**config.mk**
```make
export PLATFORM = sky130hd
export DESIGN_NAME = axi_mem_tester
export DESIGN_NICKNAME = d
export VERILOG_FILES = /design/src/rtl/axi_mem_tester.sv
export SDC_FILE = /design/constraint.sdc
export NUM_CORES = 1
export LEC_CHECK = 0
export ABC_AREA = 1
export BUFFER_PORTS_ARGS = -buffer_cell sky130_fd_sc_hd__clkbuf_2
export CORE_MARGIN = 5
export CORE_UTILIZATION = 40
export CTS_BUF_LIST = sky130_fd_sc_hd__clkbuf_16
export DETAILED_ROUTE_END_ITERATION = 10
export GPL_TIMING_DRIVEN = 0
export PLACE_DENSITY_LB_ADDON = 0.15
export SYNTH_ARGS = -nofsm -noshare
export SYNTH_HDL_FRONTEND = slang
export SYNTH_SLANG_ARGS = --single-unit
```
**constraint.sdc**
```tcl
create_clock -name clk -period 8.3 [get_ports clk]
set_clock_uncertainty 0.05 [all_clocks]
set_input_delay 0.83 -clock clk [delete_from_list [all_inputs] [get_ports clk]]
set_output_delay 0.83 -clock clk [all_outputs]
set_load 0.02 [all_outputs]
```
**src/rtl/axi_mem_tester.sv**
```systemverilog
`default_nettype none
// ============================================================================
// Module   : axi_mem_tester
// Purpose  : AXI4 master built-in self-test for the SoC memory path. The test
//            writes the pattern (addr ^ SEED) over a region in INCR bursts. It
//            then reads the region back and checks every beat. It reports
//            pass/fail, a saturating error count and the first failing
//            address.
// Ports    : clk, reset (async, active high), start
//            busy, done, pass, err_count[15:0], first_err_addr[31:0]
//            mem_axi_* : AXI4 master, AW/W/B/AR/R channels, one transaction
//                        outstanding at a time
// Revision : 1.0 - initial release
// ============================================================================
module axi_mem_tester #(
   parameter logic [31:0] ADDR_BASE  = 32'h0000_0000,
   parameter int unsigned NUM_BURSTS = 16,
   parameter int unsigned BURST_LEN  = 8,
   parameter logic [5:0]  AXI_ID     = 6'h00,
   parameter logic [31:0] SEED       = 32'h0000_0001
) (
   input  logic        clk,
   input  logic        reset,
   input  logic        start,
   output logic        busy,
   output logic        done,
   output logic        pass,
   output logic [15:0] err_count,
   output logic [31:0] first_err_addr,
   output logic [5:0]  mem_axi_awid,
   output logic [31:0] mem_axi_awaddr,
   output logic [7:0]  mem_axi_awlen,
   output logic [2:0]  mem_axi_awsize,
   output logic [1:0]  mem_axi_awburst,
   output logic        mem_axi_awvalid,
   input  logic        mem_axi_awready,
   output logic [31:0] mem_axi_wdata,
   output logic [3:0]  mem_axi_wstrb,
   output logic        mem_axi_wlast,
   output logic        mem_axi_wvalid,
   input  logic        mem_axi_wready,
   output logic        mem_axi_bready,
   input  logic [5:0]  mem_axi_bid,
   input  logic [1:0]  mem_axi_bresp,
   input  logic        mem_axi_bvalid,
   output logic [5:0]  mem_axi_arid,
   output logic [31:0] mem_axi_araddr,
   output logic [7:0]  mem_axi_arlen,
   output logic [2:0]  mem_axi_arsize,
   output logic [1:0]  mem_axi_arburst,
   output logic        mem_axi_arvalid,
   input  logic        mem_axi_arready,
   output logic        mem_axi_rready,
   input  logic [5:0]  mem_axi_rid,
   input  logic [31:0] mem_axi_rdata,
   input  logic [1:0]  mem_axi_rresp,
   input  logic        mem_axi_rlast,
   input  logic        mem_axi_rvalid
);

   localparam logic [31:0] BURST_BYTES = 32'(BURST_LEN * 4);
   localparam logic [7:0]  LAST_BEAT   = 8'(BURST_LEN - 1);
   localparam logic [15:0] LAST_BURST  = 16'(NUM_BURSTS - 1);

   typedef enum logic [2:0] {
      S_IDLE, S_WR_ADDR, S_WR_DATA, S_WR_RESP, S_RD_ADDR, S_RD_DATA, S_DONE
   } state_t;

   state_t      state_q, state_d;
   logic [15:0] k_q, k_d;          // burst index within the current phase
   logic [7:0]  beat_q, beat_d;    // beat index within the current burst
   logic [31:0] addr_q, addr_d;    // start address of the current burst
   logic        busy_q, busy_d;
   logic        done_q, done_d;
   logic [15:0] err_q, err_d;
   logic [31:0] first_q, first_d;

   logic [31:0] beat_addr;
   logic [31:0] pattern;
   logic        err_hit;
   logic [31:0] err_addr;
   logic        last_beat;

   assign beat_addr = addr_q + {22'd0, beat_q, 2'b00};
   assign pattern   = beat_addr ^ SEED;
   assign last_beat = (beat_q == LAST_BEAT);

   always_ff @(posedge clk or posedge reset) begin
      if (reset) begin
         state_q <= S_IDLE;
         k_q     <= 16'd0;
         beat_q  <= 8'd0;
         addr_q  <= ADDR_BASE;
         busy_q  <= 1'b0;
         done_q  <= 1'b0;
         err_q   <= 16'd0;
         first_q <= 32'd0;
      end else begin
         state_q <= state_d;
         k_q     <= k_d;
         beat_q  <= beat_d;
         addr_q  <= addr_d;
         busy_q  <= busy_d;
         done_q  <= done_d;
         err_q   <= err_d;
         first_q <= first_d;
      end
   end

   always_comb begin
      state_d  = state_q;
      k_d      = k_q;
      beat_d   = beat_q;
      addr_d   = addr_q;
      busy_d   = busy_q;
      done_d   = done_q;
      err_d    = err_q;
      first_d  = first_q;
      err_hit  = 1'b0;
      err_addr = addr_q;

      case (state_q)
         S_IDLE, S_DONE: begin
            if (start) begin
               state_d = S_WR_ADDR;
               busy_d  = 1'b1;
               done_d  = 1'b0;
               err_d   = 16'd0;
               first_d = 32'd0;
               k_d     = 16'd0;
               addr_d  = ADDR_BASE;
            end
         end
         S_WR_ADDR: begin
            if (mem_axi_awready) begin
               state_d = S_WR_DATA;
               beat_d  = 8'd0;
            end
         end
         S_WR_DATA: begin
            if (mem_axi_wready) begin
               if (last_beat) state_d = S_WR_RESP;
               else           beat_d  = beat_q + 8'd1;
            end
         end
         S_WR_RESP: begin
            if (mem_axi_bvalid) begin
               err_hit  = (mem_axi_bresp != 2'b00) || (mem_axi_bid != AXI_ID);
               err_addr = addr_q;
               if (k_q == LAST_BURST) begin
                  state_d = S_RD_ADDR;
                  k_d     = 16'd0;
                  addr_d  = ADDR_BASE;
               end else begin
                  state_d = S_WR_ADDR;
                  k_d     = k_q + 16'd1;
                  addr_d  = addr_q + BURST_BYTES;
               end
            end
         end
         S_RD_ADDR: begin
            if (mem_axi_arready) begin
               state_d = S_RD_DATA;
               beat_d  = 8'd0;
            end
         end
         S_RD_DATA: begin
            if (mem_axi_rvalid) begin
               err_hit  = (mem_axi_rdata != pattern) || (mem_axi_rresp != 2'b00) ||
                          (mem_axi_rid != AXI_ID) || (mem_axi_rlast != last_beat);
               err_addr = beat_addr;
               // Exit is driven by our own beat count, not by rlast, so a
               // misplaced rlast cannot stall or shorten the burst.
               if (last_beat) begin
                  if (k_q == LAST_BURST) begin
                     state_d = S_DONE;
                     busy_d  = 1'b0;
                     done_d  = 1'b1;
                  end else begin
                     state_d = S_RD_ADDR;
                     k_d     = k_q + 16'd1;
                     addr_d  = addr_q + BURST_BYTES;
                  end
               end else begin
                  beat_d = beat_q + 8'd1;
               end
            end
         end
         default: state_d = S_IDLE;
      endcase

      if (err_hit) begin
         if (err_q != 16'hFFFF) err_d = err_q + 16'd1;
         if (err_q == 16'd0)    first_d = err_addr;
      end
   end

   assign busy           = busy_q;
   assign done           = done_q;
   assign pass           = done_q && (err_q == 16'd0);
   assign err_count      = err_q;
   assign first_err_addr = first_q;

   assign mem_axi_awid    = AXI_ID;
   assign mem_axi_awaddr  = addr_q;
   assign mem_axi_awlen   = LAST_BEAT;
   assign mem_axi_awsize  = 3'b010;
   assign mem_axi_awburst = 2'b01;
   assign mem_axi_awvalid = (state_q == S_WR_ADDR);
   assign mem_axi_wdata   = pattern;
   assign mem_axi_wstrb   = 4'hF;
   assign mem_axi_wlast   = last_beat;
   assign mem_axi_wvalid  = (state_q == S_WR_DATA);
   assign mem_axi_bready  = (state_q == S_WR_RESP);
   assign mem_axi_arid    = AXI_ID;
   assign mem_axi_araddr  = addr_q;
   assign mem_axi_arlen   = LAST_BEAT;
   assign mem_axi_arsize  = 3'b010;
   assign mem_axi_arburst = 2'b01;
   assign mem_axi_arvalid = (state_q == S_RD_ADDR);
   assign mem_axi_rready  = (state_q == S_RD_DATA);

endmodule
`default_nettype wire

```
# Yosys cells after proc, flatten, opt, wreduce, memory -nomap -nowiden
# Cells that the tools add are included.
# totals
register_bits	109
latch_bits	0
ramBits	0
romBits	0
inputBits	57
out_inout_bits	195
wordCells	108
mem_count	0
# classes
add_sub_neg	5
n_mul	0
n_div	0
order_cmp	0
eq_ne	21
shifts	0
mux	54
n_bitwise	1
n_reduce_logical	19
# ops
cell	n
two-way mux 32 bit	12
two-way mux 16 bit	10
case mux 32 bit (3 select lines)	1
case mux 16 bit (3 select lines)	1
two-way mux 8 bit	5
adder 16 x 1 -> 16 bit (second input constant)	2
adder 32 x 10 -> 32 bit	1
adder 32 x 6 -> 32 bit (second input constant)	1
inequality test 32 bit	1
case mux 8 bit (4 select lines)	1
two-way mux 3 bit	9
case mux 3 bit (6 select lines)	1
equality test 16 x 4 -> 1 bit (second input constant)	1
logical NOT 16 bit	1
inequality test 16 bit (second input constant)	1
inequality test 2 x 1 -> 1 bit (second input constant)	8
nonzero test 6 bit	2
two-way mux 1 bit	10
AND reduction 5 bit	2
equality test 3 bit (second input constant)	3
adder 8 x 1 -> 8 bit (second input constant)	1
equality test 8 x 3 -> 1 bit (second input constant)	1
AND reduction 8 bit	1
equality test 3 x 2 -> 1 bit (second input constant)	2
other kinds (14)	22

# Depth between registers and ports, before layout
# Gate-level depths: netlist (run 1).
# logic_depth
word_depth	9
mapped_depth	24
depth_no_buf	21

# Least setup slack after synthesis (run 1)
# OpenSTA, ideal clock, no wires.
# synth_path
path_kind	register to register
from	register addr_q[7], in the netlist mem_axi_araddr[7]
to	register err_q[11], in the netlist err_count[11]
setup_time_ps	117
t_arrival_ps	2599
required_time_ps	8133
path_slack_ps	5534
path_stages_with_launch	22
path_buffers	3
synth_period_minus_slack_ps	2766
cell_sequence	dfrtp_1 > ha_1 > buf_2 > nand2_1 > nor2_1 > nand2_1 > nand3_1 > nand2_1 > nand2_1 > nand2_1 > nand2_1 > nand2_1 > nor2_1 > nand3_1 > nor2_1 > nand2_1 > nand2_2 > nand2_2 > buf_6 > buf_6 > nand2_1 > nand2_1
# synth_via
elab_chain_len	8
# synth_lines
item	line_no	rtl
start: declaration	72	logic [31:0] addr_q, addr_d;
start signal: assignment	102	addr_q <= addr_d;
adder 32 x 10 -> 32 bit	84	assign beat_addr = addr_q + {22'd0, beat_q, 2'b00};
named net mem_axi_wdata[27]	37	output logic [31:0] mem_axi_wdata,
inequality test 32 bit	169	err_hit = (mem_axi_rdata != pattern) || (mem_axi_rresp != 2'b00) ||
logical OR 1 bit (2 in a row)	169	
logical OR 1 bit	170	(mem_axi_rid != AXI_ID) || (mem_axi_rlast != last_beat);
two-way mux 1 bit	168	if (mem_axi_rvalid) begin
case mux 1 bit (2 select lines)	122	case (state_q)
two-way mux 16 bit	192	if (err_hit) begin
named net err_d[11]	75	logic [15:0] err_q, err_d;
end signal: assignment	105	err_q <= err_d;
end: declaration	75	
# The timed path passes the listed nets, and every way through them passes these cells.
# A chain may end at the register's enable or synchronous reset.

# Final worst setup path (run 1)
# layout_path
from	register addr_q[6], in the netlist mem_axi_araddr[6]
to	output port mem_axi_wdata[13]
# layout_via
elab_chain_len	1
# layout_lines
item	line_no
adder 32 x 10 -> 32 bit	84
end: declaration	37
# No other way between the ends.

==> results of run 1 <==
[kinds of logic after synthesis]
family	count (synthesis)
fa+ha+maj	10
xor+xnor	9
simple gates	785
other cells	2
compound gates	171
mux	1
flops	104
buf+inv	323
[cells in the mapped netlist (2+ instances only)]
master                      count  area, um2
sky130_fd_sc_hd__a211oi_1       2      15.01
sky130_fd_sc_hd__a21oi_1       44      220.2
sky130_fd_sc_hd__a221oi_1       2      17.52
sky130_fd_sc_hd__a22oi_1        3      22.52
sky130_fd_sc_hd__a31oi_1        5      31.28
sky130_fd_sc_hd__buf_2          9      45.04
sky130_fd_sc_hd__buf_4         84      630.6
sky130_fd_sc_hd__buf_6          5      56.30
sky130_fd_sc_hd__clkbuf_1      24      90.09
sky130_fd_sc_hd__clkinv_1       3      11.26
sky130_fd_sc_hd__conb_1         2      7.510
sky130_fd_sc_hd__dfrtp_1      104       2603
sky130_fd_sc_hd__ha_1          10      125.1
sky130_fd_sc_hd__inv_1        196      735.7
sky130_fd_sc_hd__nand2_1      418       1569
sky130_fd_sc_hd__nand2_2        9      56.30
sky130_fd_sc_hd__nand3_1      143      715.7
sky130_fd_sc_hd__nand3b_1       4      30.03
sky130_fd_sc_hd__nand4_1       21      131.4
sky130_fd_sc_hd__nor2_1       133      499.2
sky130_fd_sc_hd__nor2_2         6      37.54
sky130_fd_sc_hd__nor3_1        39      195.2
sky130_fd_sc_hd__nor4_1         7      43.79
sky130_fd_sc_hd__o2111ai_1      2      17.52
sky130_fd_sc_hd__o211ai_1       6      45.04
sky130_fd_sc_hd__o21a_1        11      82.58
sky130_fd_sc_hd__o21ai_0       85      425.4
sky130_fd_sc_hd__o22ai_1        2      12.51
sky130_fd_sc_hd__o31ai_1        2      15.01
sky130_fd_sc_hd__xor2_1         8      70.07
[cell type report]
cell class / instances / share of cell area, %
Buffer: 123 / 7.823
Clock buffer: 9 / 2.130
Clock inverter: 7 / 0.9467
Inverter: 200 / 7.124
Multi-Input combinational cell: 1030 / 44.46
Sequential cell: 104 / 24.62
Tap cell: 280 / 3.314
Timing Repair Buffer: 198 / 9.586
[worst max-delay path, cell delays in order, from the launching register on]
cell	delay (ns)
sky130_fd_sc_hd__dfrtp_1	0.49
sky130_fd_sc_hd__ha_1	0.39
sky130_fd_sc_hd__nand2_1	0.17
sky130_fd_sc_hd__nand2_2	0.12
sky130_fd_sc_hd__nand2_2	0.11
sky130_fd_sc_hd__nand2_2	0.09
sky130_fd_sc_hd__nand2_1	0.08
sky130_fd_sc_hd__nand2_2	0.12
sky130_fd_sc_hd__inv_1	0.10
sky130_fd_sc_hd__nand2_1	0.08
sky130_fd_sc_hd__nand2_1	0.15
sky130_fd_sc_hd__clkbuf_2	0.19
[where the power goes]
| group | switching (mW) | internal, mW | leakage (nW) | total [mW] |
|---|---|---|---|---|
| sequential | 0.0324 | 0.532 | 1.44 | 0.564 |
| combinational | 0.503 | 0.187 | 4.33 | 0.690 |
| clock | 0.216 | 0.268 | 0.161 | 0.485 |
[worst min-delay path by stage]
stage,startpoint,end
final,k_q[15]$_DFFE_PP0P_,k_q[15]$_DFFE_PP0P_
after global routing,k_q[15]$_DFFE_PP0P_,k_q[15]$_DFFE_PP0P_
after CTS,k_q[15]$_DFFE_PP0P_,k_q[15]$_DFFE_PP0P_
after detailed placement,k_q[15]$_DFFE_PP0P_,k_q[15]$_DFFE_PP0P_
after global placement,k_q[15]$_DFFE_PP0P_,k_q[15]$_DFFE_PP0P_
after floorplan,k_q[15]$_DFFE_PP0P_,k_q[15]$_DFFE_PP0P_
[flip-flops by register name, indices dropped and copies added, names as in the netlist]
name            count
first_err_addr     32
state_q             3
done                1
mem_axi_araddr     27
beat_q              8
busy                1
err_count          16
k_q                16
[cells in the final DEF, fill, tap and decap left out, drive strengths merged]
cell and n:
o211ai 6, o21a 11, nand3b 4, a21boi 1
nand4 21, clkbuf 231, o21ai 86, clkinv 5
a211oi 2, conb 54, nor2 139, a31oi 5
bufinv 2, mux2 1, xnor2 1, nor4 8
nor3 40, a2bb2oi 1, dfrtp 104, o22ai 2
xor2 8, and3 1, nand3 143, a221oi 2
nor4b 1, a311oi 1, ha 10, inv 200
o2111ai 2, buf 99, nand2 427, a22oi 3
a21oi 45, o31ai 2, a21o 1, nor3b 1
a22o 1
[metal layers]
metal	track usage [%]	up-vias
li1	-	4879
met1	30.70	4418
met2	40.40	345
met3	2.722	39
met4	6.923	0
met5	0	-
==> impl_metrics.tcl, run 1 <==
set metrics [dict create \
    synth-compound-area-share_pct 11.05 \
    post-route-worst-setup-slack_ns 4.957 \
    report.final.hold_viol_count 0 \
    cts.path.max_buffers 2 \
    run_status "complete, no violations" \
    multiInputGateArea_mm2 0.004701 \
    critPathRequiredTime_ns 7.42 \
    fin_crit_sh_pct 40.28 \
    finalMaxSlewViolations 0 \
    dpl-instance-area_mm2 0.01025 \
    dp.cells 1935 \
    worstSetupEndpointType "primary output" \
    die_height_um 157.4 \
    dr.first_iter.drc_count 656 \
    main_combinational_cell_family_by_area_after_synthesis "simple AND/OR/NAND/NOR gates" \
    worst_hold_slack_ns 0.4204 \
    finalSetupTns_ns 0 \
    post_cts_resize_count 0 \
    max-vdd-ir-drop_mv 0.1207 \
    cell_chosen_for_the_clock_root "sky130_fd_sc_hd__clkbuf_16" \
    unrepaired_setup_endpoints_after_global_routing "no" \
    share_of_post_route_cells_with_drive_strength_above_1_pct 19.99 \
    leakage_nw 5.928 \
    die_width_um 157.4 \
    worst-setup-path-type "reg -> out" \
    reg_to_reg_critical_path_endpoint "err_count[11]$_DFF_PP0_" \
    cts_buffers 9 \
    gp_routability_congestion 0.9656 \
    setup_violations 0 \
    dp_hpwl_um 24100 \
    fp.coreArea_mm2 0.02162 \
    synth-edff-count 0 \
    synthFlopType "sky130_fd_sc_hd__dfrtp_1" \
    hold_path.class "reg -> reg" \
    syn_area_per_cell_um2 6.182 \
    post_synth_fa_ha_maj_area_fraction_pct 1.441 \
    synth.lib_cells_used.distinct 46 \
    clock_tree_from_tritoncts "built" \
    cts_max_level 3 \
    layoutNonFillerInstCount 1951 \
    numnets_final 1733 \
    dr.pass1.iters 5 \
    cts_post_setup_buffers_inserted 0 \
    met3_wl_post_dr_um 1937 \
    numPortBuffers 197 \
    cp-startpoint "mem_axi_araddr[6]$_DFFE_PP0P_" \
    regToRegSetupSlack_ns 5.17 \
    clock_period_minus_final_worst_setup_slack_ns 3.343 \
    grt_start_max_net_pins 67 \
    syn2layout_area_growth_pct 21.72 \
    startpoint_of_the_worst_register_to_register_path "mem_axi_araddr[6]$_DFFE_PP0P_" \
    fraction_of_registers_with_async_set_reset_pct 100.0 \
    regArea_mm2 0.002603 \
    start_util_pct 40.17 \
    grt_pass1_wl_um 45650 \
    floorplan_die_area_mm2 0.02476 \
    routed.top_layer "met4" \
    ant_nets 0 \
    powerDensity_mw_per_mm2 164.5 \
    cts.sinks 104 \
    final_core_occ_pct 48.90 \
    crit_arrival_ns 2.46 \
    antenna_cells 0 \
    grt_antenna_before_repair 0 \
    worst_skew_pair_latency_ns 0.37 \
    finalInstanceArea_mm2 0.01057 \
    yosys_warnings 0 \
    top_level_port_count 252 \
    timing.fmax_ghz 0.2991 \
    synthSimpleGateAreaFrac_pct 38.26 \
    cts.hold.buffers_added 0 \
    avgViaCountPerCell 4.962 \
    mux_contribution_to_synthesized_area_pct 0.1296 \
    dr_total_vias 9681 \
    routed-wl-met2_um 14660 \
    max-slew-margin-rel_pct 53.61 \
    ys_seq_elements 104 \
    clk_transition_reported_paths_ns 0.08 \
    report.power.total_mw 1.739 \
    reg2reg_depth 22 \
    synthCells 1405 \
    placementRows 54 \
    drt_wl_total_um 30110 \
    startpoint_type "register" \
    cp-endpoint "mem_axi_wdata[13]" \
    met1_wirelength_um 12800 \
    remaining_drc_errors 0 \
    critical_path.max_fanout 7 \
    worst-slew-pin-transition_ns 0.6933 \
    hold_depth 1 \
    fillerInstances 2366 \
    overflow 0 \
    xor_xnor_portion_of_the_synthesized_cell_area_pct 0.9075 \
    globalRouteTotalUtil_pct 23.35 \
    max_cap_violations 0 \
    preCtsSetupSlack_ns 5.163 \
    route.detailed.wl_per_inst_um 15.43 \
    grt_pass1_vias 8540 \
    synth_seq_area_share_pct 29.96 \
    netlist_area_mm2 0.008686 \
]
No activity file was read; power rests on OpenSTA's default activity.
==> inputs of run 2 (changes only) <==
clock period = 3.2 ns   (was 8.3 ns; I/O delays follow)
==> run 2 against run 1 <==
  * Register-to-register slack got worse by 4.9 ns
  * Utilization increased by 0.81 points
  * Combinational power rose to 2.7 times the previous value
  * Power rose to 2.6 times the previous value
  * Clock power increased to 2.6 times the previous value
  * Global-route usage unchanged
  * Wire length grew 0.35%
  * Final area is 1.7% higher
  * Critical path type is now reg -> reg
  * Highest routed layer unchanged
==> impl_metrics.tcl, run 2 (synthesis results as in run 1) <==
set metrics [dict create \
    dp.cells 1935 \
    worst-setup-path-type "reg -> reg" \
    cell_chosen_for_the_clock_root "sky130_fd_sc_hd__clkbuf_16" \
    remaining_drc_errors 0 \
    powerDensity_mw_per_mm2 423.7 \
    worstSetupEndpointType "register" \
    max_cap_violations 0 \
    report.final.hold_viol_count 0 \
    floorplan_die_area_mm2 0.02476 \
    cts.sinks 104 \
    finalMaxSlewViolations 0 \
    hold_path.class "in -> reg" \
    crit_path_cell_trace "nor2_1 > nand3_1 > nor2_1 > nand2_1 > a21oi_1 > inv_1 > nor2_1 > clkbuf_1 > nor3_1" \
    die_width_um 157.4 \
    path_buf_inv 2 \
    globalRouteTotalUtil_pct 23.35 \
    grt_pass1_wl_um 45650 \
    dr_total_vias 9743 \
    top_level_port_count 252 \
    route.detailed.wl_per_inst_um 15.39 \
    fin_crit_sh_pct 93.02 \
    grt_start_max_net_pins 67 \
    crit_arrival_ns 3.14 \
    clock_tree_from_tritoncts "built" \
    layout_common_cells "sky130_fd_sc_hd__nand2_1, sky130_fd_sc_hd__clkbuf_2, sky130_fd_sc_hd__inv_1" \
    finalInstanceArea_mm2 0.01075 \
    antenna_cells 0 \
    worst-slew-pin-transition_ns 0.6894 \
    placementRows 54 \
    kind_of_cell_adding_the_most_delay_to_the_critical_path "simple AND/OR/NAND/NOR gates" \
    max-vdd-ir-drop_mv 0.3261 \
    leakage_nw 5.987 \
    dp_hpwl_um 24100 \
    gp_routability_congestion 0.9656 \
    critPathRequiredTime_ns 3.36 \
    dr.pass1.iters 5 \
    dpl-instance-area_mm2 0.01025 \
    cts.path.max_buffers 2 \
    worst_skew_pair_latency_ns 0.37 \
    fp.coreArea_mm2 0.02162 \
    avgViaCountPerCell 4.963 \
    setup_violations 0 \
    layoutNonFillerInstCount 1963 \
    startpoint_type "register" \
    critical_path.max_fanout 10 \
    start_util_pct 40.17 \
    unrepaired_setup_endpoints_after_global_routing "yes" \
    post-route-worst-setup-slack_ns 0.2232 \
    clock_period_minus_final_worst_setup_slack_ns 2.977 \
    grt_pass1_vias 8540 \
    preCtsSetupSlack_ns 0.06271 \
    cts_max_level 3 \
    run_status "complete, no violations" \
    final_common_cell "sky130_fd_sc_hd__nand2_1" \
    max-slew-margin-rel_pct 53.87 \
    numPortBuffers 197 \
    slowest_delay_ns 0.52 \
    dr.first_iter.drc_count 766 \
    syn2layout_area_growth_pct 23.74 \
    die_height_um 157.4 \
    ant_nets 0 \
    cts_buffers 9 \
    drt_wl_total_um 30210 \
    timing.fmax_ghz 0.3359 \
    crit_path_top_delay_cell "sky130_fd_sc_hd__clkbuf_1" \
    share_of_post_route_cells_with_drive_strength_above_1_pct 21.69 \
    numnets_final 1745 \
    grt_antenna_before_repair 0 \
    overflow 0 \
    clk_transition_reported_paths_ns 0.08 \
    largest_register_ffs 32 \
    path_common_cell "sky130_fd_sc_hd__nor2_1" \
]
[run 2: changes by cell type in the layout (fill, tap and decap cells not counted), sizes merged]
| cell | delta |
|---|---|
| buf | +10 |
| dlygate4sd3 | +1 |
| clkbuf | +1 |
[run 2: report_power, final]
| group | switching (mW) | total (mW) | internal, mW |
|---|---|---|---|
| clock network | 0.558 | 1.25 | 0.696 |
| logic | 1.32 | 1.84 | 0.521 |
| registers | 0.0761 | 1.46 | 1.38 |
[run 2: area by class of cell]
type,instances,area [um2]
buffer,123,832.0
tap,280,350.3
clock inverter,7,100.1
sequential,104,2609
clock buffer,9,225.2
timing repair buffer,210,1106
multi-input combinational,1030,4772
inverter,200,753.2
fill,2341,10870
[run 2: path summary, 6_finish.rpt]
| path | from | end | slack, ns | cells after the start |
|---|---|---|---|---|
| setup / recovery | k_q[12]$_DFFE_PP0P_ | mem_axi_araddr[23]$_DFFE_PP0P_ | 0.22 | 9 |
| hold / removal | start | err_count[11]$_DFF_PP0_ | 0.31 | 4 |
| setup reg to reg | k_q[12]$_DFFE_PP0P_ | mem_axi_araddr[23]$_DFFE_PP0P_ | 0.22 | 9 |
| hold reg to reg | k_q[15]$_DFFE_PP0P_ | k_q[15]$_DFFE_PP0P_ | 0.42 | 1 |
| max in group asynchronous | reset | k_q[6]$_DFFE_PP0P_ | 1.87 | 4 |
| min in group asynchronous | reset | err_count[11]$_DFF_PP0_ | 0.48 | 3 |
[run 2: worst min-delay path, delay by kind of cell]
kind | cells | cell delay, ns
buffers and inverters | 1 | 0.17
AOI/OAI and AO/OA | 1 | 0.09
and+or+nand+nor | 2 | 0.12
[run 2: per-stage QoR]
step / total power, mW / TNS [ns] / hold WS, ns / util (%)
floorplan: 2.675 / 0 / 0.3844 / -
global placement: 3.258 / -142.15 / 0.4090 / 47.26
detailed placement: 3.279 / 0 / 0.3516 / 47.40
CTS: 4.532 / 0 / 0.3035 / 48.95
global route: 4.829 / -0.05136 / 0.3363 / 49.71
finish: 4.554 / 0 / 0.3128 / 49.71
[run 2: what timing repair did]
action / 4_1_cts / 5_1_grt
setup buffers: 0 / 11
hold endpoints to repair: 38 / 0
hold buffers: 1 / 0
setup endpoints to repair: 0 / 58
resized for setup: 0 / 25
[run 2: routing by layer]
metal | share of wire [%] | wire length [um] | track usage [%] | vias to the layer above
met2 | 49 | 14770 | 40.40 | 359
met5 | 0 | 0 | 0 | -
met1 | 42 | 12570 | 30.70 | 4442
li1 | - | - | - | 4900
met3 | 7.2 | 2167 | 2.722 | 42
met4 | 2.4 | 715 | 6.923 | 0
==> inputs of run 3 (changes only) <==
SETUP_SLACK_MARGIN = 0.1   (was not set)
clock period = 2.6 ns   (was 3.2 ns; I/O delays follow)
==> run 3 against run 2 <==
  * The run now ends with negative setup slack left
  * Maximum frequency increased by 7.8%
  * Sequential power increased by 23%
  * Sequential share of layout area decreased by 1.8 points
  * Hold slack got worse by 0.056 ns
  * Wire length increased by 5.6%
  * First-iteration DRC count decreased by 14%
==> impl_metrics.tcl, run 3 (synthesis results as in run 1) <==
set metrics [dict create \
    slowest_delay_ns 0.44 \
    run_status "finished with violations" \
    worst_skew_pair_latency_ns 0.37 \
    dp_hpwl_um 24640 \
    max-slew-margin-rel_pct 51.00 \
    layoutNonFillerInstCount 2000 \
    clock_period_minus_final_worst_setup_slack_ns 2.762 \
    timing.fmax_ghz 0.3620 \
    multiInputGateArea_mm2 0.005311 \
    report.final.hold_viol_count 0 \
    crit_arrival_ns 2.97 \
    grt_start_max_net_pins 34 \
    floorplan_die_area_mm2 0.02476 \
    fin_crit_sh_pct 106.2 \
    grt_pass1_wl_um 48020 \
    top_level_port_count 252 \
    largest_register_ffs 32 \
    cts_max_level 3 \
    critical_path.max_fanout 9 \
    placementRows 54 \
    cts.path.max_buffers 2 \
    dr.pass1.iters 5 \
    cts.sinks 104 \
    start_util_pct 40.17 \
    numnets_final 1782 \
    cts_buffers 9 \
    worstSetupEndpointType "register" \
    grt_pass1_vias 9083 \
    ant_nets 0 \
    share_of_post_route_cells_with_drive_strength_above_1_pct 31.05 \
    final_core_occ_pct 54.27 \
    die_height_um 157.4 \
    worst-slew-pin-transition_ns 0.7323 \
    final_common_cell "sky130_fd_sc_hd__nand2_1" \
    startpoint_type "register" \
    die_width_um 157.4 \
    clock_tree_from_tritoncts "built" \
    critPathRequiredTime_ns 2.80 \
    grt_antenna_before_repair 0 \
    path_buf_inv 3 \
    dp.cells 1937 \
    gp_routability_congestion 1.017 \
    route.detailed.wl_per_inst_um 15.95 \
    kind_of_cell_adding_the_most_delay_to_the_critical_path "simple AND/OR/NAND/NOR gates" \
    fillerInstances 2264 \
    syn2layout_area_growth_pct 35.09 \
    antenna_cells 0 \
    fp.coreArea_mm2 0.02162 \
    path_common_cell "sky130_fd_sc_hd__nand2_1" \
    finalMaxSlewViolations 0 \
    dr.first_iter.drc_count 656 \
    leakage_nw 6.416 \
    unrepaired_setup_endpoints_after_global_routing "yes" \
    avgViaCountPerCell 4.988 \
    dr_total_vias 9975 \
    worst-setup-path-type "reg -> reg" \
    crit_path_cell_trace "ha_4 > nand2_4 > inv_2 > nand2_1 > nor2_2 > nand2_4 > nand2_2 > nand2_1 > nand2_2 > nand2_4 > nand2_1 > nand2_1 > nor2_2 > nand2_2 > nor2_1 > nand2_1 > nand2_2 > nand2_4 > buf_12 > clkbuf_16 > nand2_1 > nand2_1" \
    violations "negative setup slack" \
    regArea_mm2 0.002635 \
    max_cap_violations 0 \
    clk_transition_reported_paths_ns 0.08 \
    setup_violations 48 \
    cell_chosen_for_the_clock_root "sky130_fd_sc_hd__clkbuf_16" \
    powerDensity_mw_per_mm2 500.8 \
    hold_path.class "in -> reg" \
    overflow 0 \
    max-vdd-ir-drop_mv 0.3050 \
    post-route-worst-setup-slack_ns -0.1623 \
    numPortBuffers 197 \
    layout_common_cells "sky130_fd_sc_hd__nand2_1, sky130_fd_sc_hd__clkbuf_2, sky130_fd_sc_hd__inv_1" \
    crit_path_top_delay_cell "sky130_fd_sc_hd__dfrtp_2" \
    globalRouteTotalUtil_pct 24.50 \
    drt_wl_total_um 31890 \
    remaining_drc_errors 0 \
]
## run 3: changes by cell type in the layout (fill, tap and decap cells not counted), sizes merged
cell | before | now
buf | 109 | 146
clkinvlp | 0 | 2
clkinv | 5 | 4
inv | 200 | 199
## run 3: worst register-to-register path: cells and delay by family, from the launching register on
family                     cells  cell delay, ns
DFF                            1            0.44
adders and majority gates      1            0.32
and+or+nand+nor               18            1.46
buffers and inverters          3            0.39
## run 3: per-layer routing
metal	global-route usage, %	part of all wire (%)	vias to the layer above
li1	-	-	4980
met1	31.91	42	4570
met2	42.36	50	376
met3	3.519	6.2	49
met4	7.128	2.3	0
met5	0	0	-
## run 3: stage by stage
stage                     setup TNS (ns)  cell area, um2  setup slack, ns  power [mW]  hold slack [ns]
final                             -4.719           11730          -0.1623       5.876           0.2571
after global routing              -12.40           11730          -0.3006       6.239           0.2708
after CTS                         -2.498           11200         -0.09339       5.744           0.2405
after detailed placement          -21.29           10440          -0.3580       4.050           0.2671
after global placement            -23.61           10380          -0.3995       4.026           0.4163
after floorplan                        0            9041          0.04074       3.306           0.3844
## run 3: final timing paths
path / from / to / slack [ns] / cells after the start
worst min-delay path: mem_axi_rvalid / busy$_DFFE_PP0P_ / 0.26 / 4
min in group asynchronous: reset / err_count[11]$_DFF_PP0_ / 0.41 / 3
worst max register to register: beat_q[7]$_DFFE_PP0P_ / first_err_addr[27]$_DFF_PP0_ / -0.16 / 22
worst min register to register: k_q[15]$_DFFE_PP0P_ / k_q[15]$_DFFE_PP0P_ / 0.42 / 1
max in group asynchronous: reset / beat_q[7]$_DFFE_PP0P_ / 1.32 / 5
worst max-delay path: beat_q[7]$_DFFE_PP0P_ / first_err_addr[27]$_DFF_PP0_ / -0.16 / 22
## run 3: where the power goes
part / leakage [nW] / switching (mW) / internal, mW / total (mW)
sequential: 1.40 / 0.0882 / 1.70 / 1.79
clock: 0.161 / 0.698 / 0.857 / 1.56
combinational: 4.86 / 1.74 / 0.792 / 2.53
## run 3: what timing repair did
item,CTS,global route
setup endpoints to repair,101,88
hold buffers,1,0
pin swaps,19,31
endpoints found under the hold margin,20,0
resized for setup,89,97
setup buffers,21,23
cloned,0,2
## run 3: final cells by class
cell class	instances	area share, %
buffer	123	7.518
clock buffer	9	1.919
clock inverter	7	0.8531
inverter	200	6.494
multi-input combinational	1030	45.27
sequential	104	22.46
tap	280	2.986
timing repair buffer	247	12.51
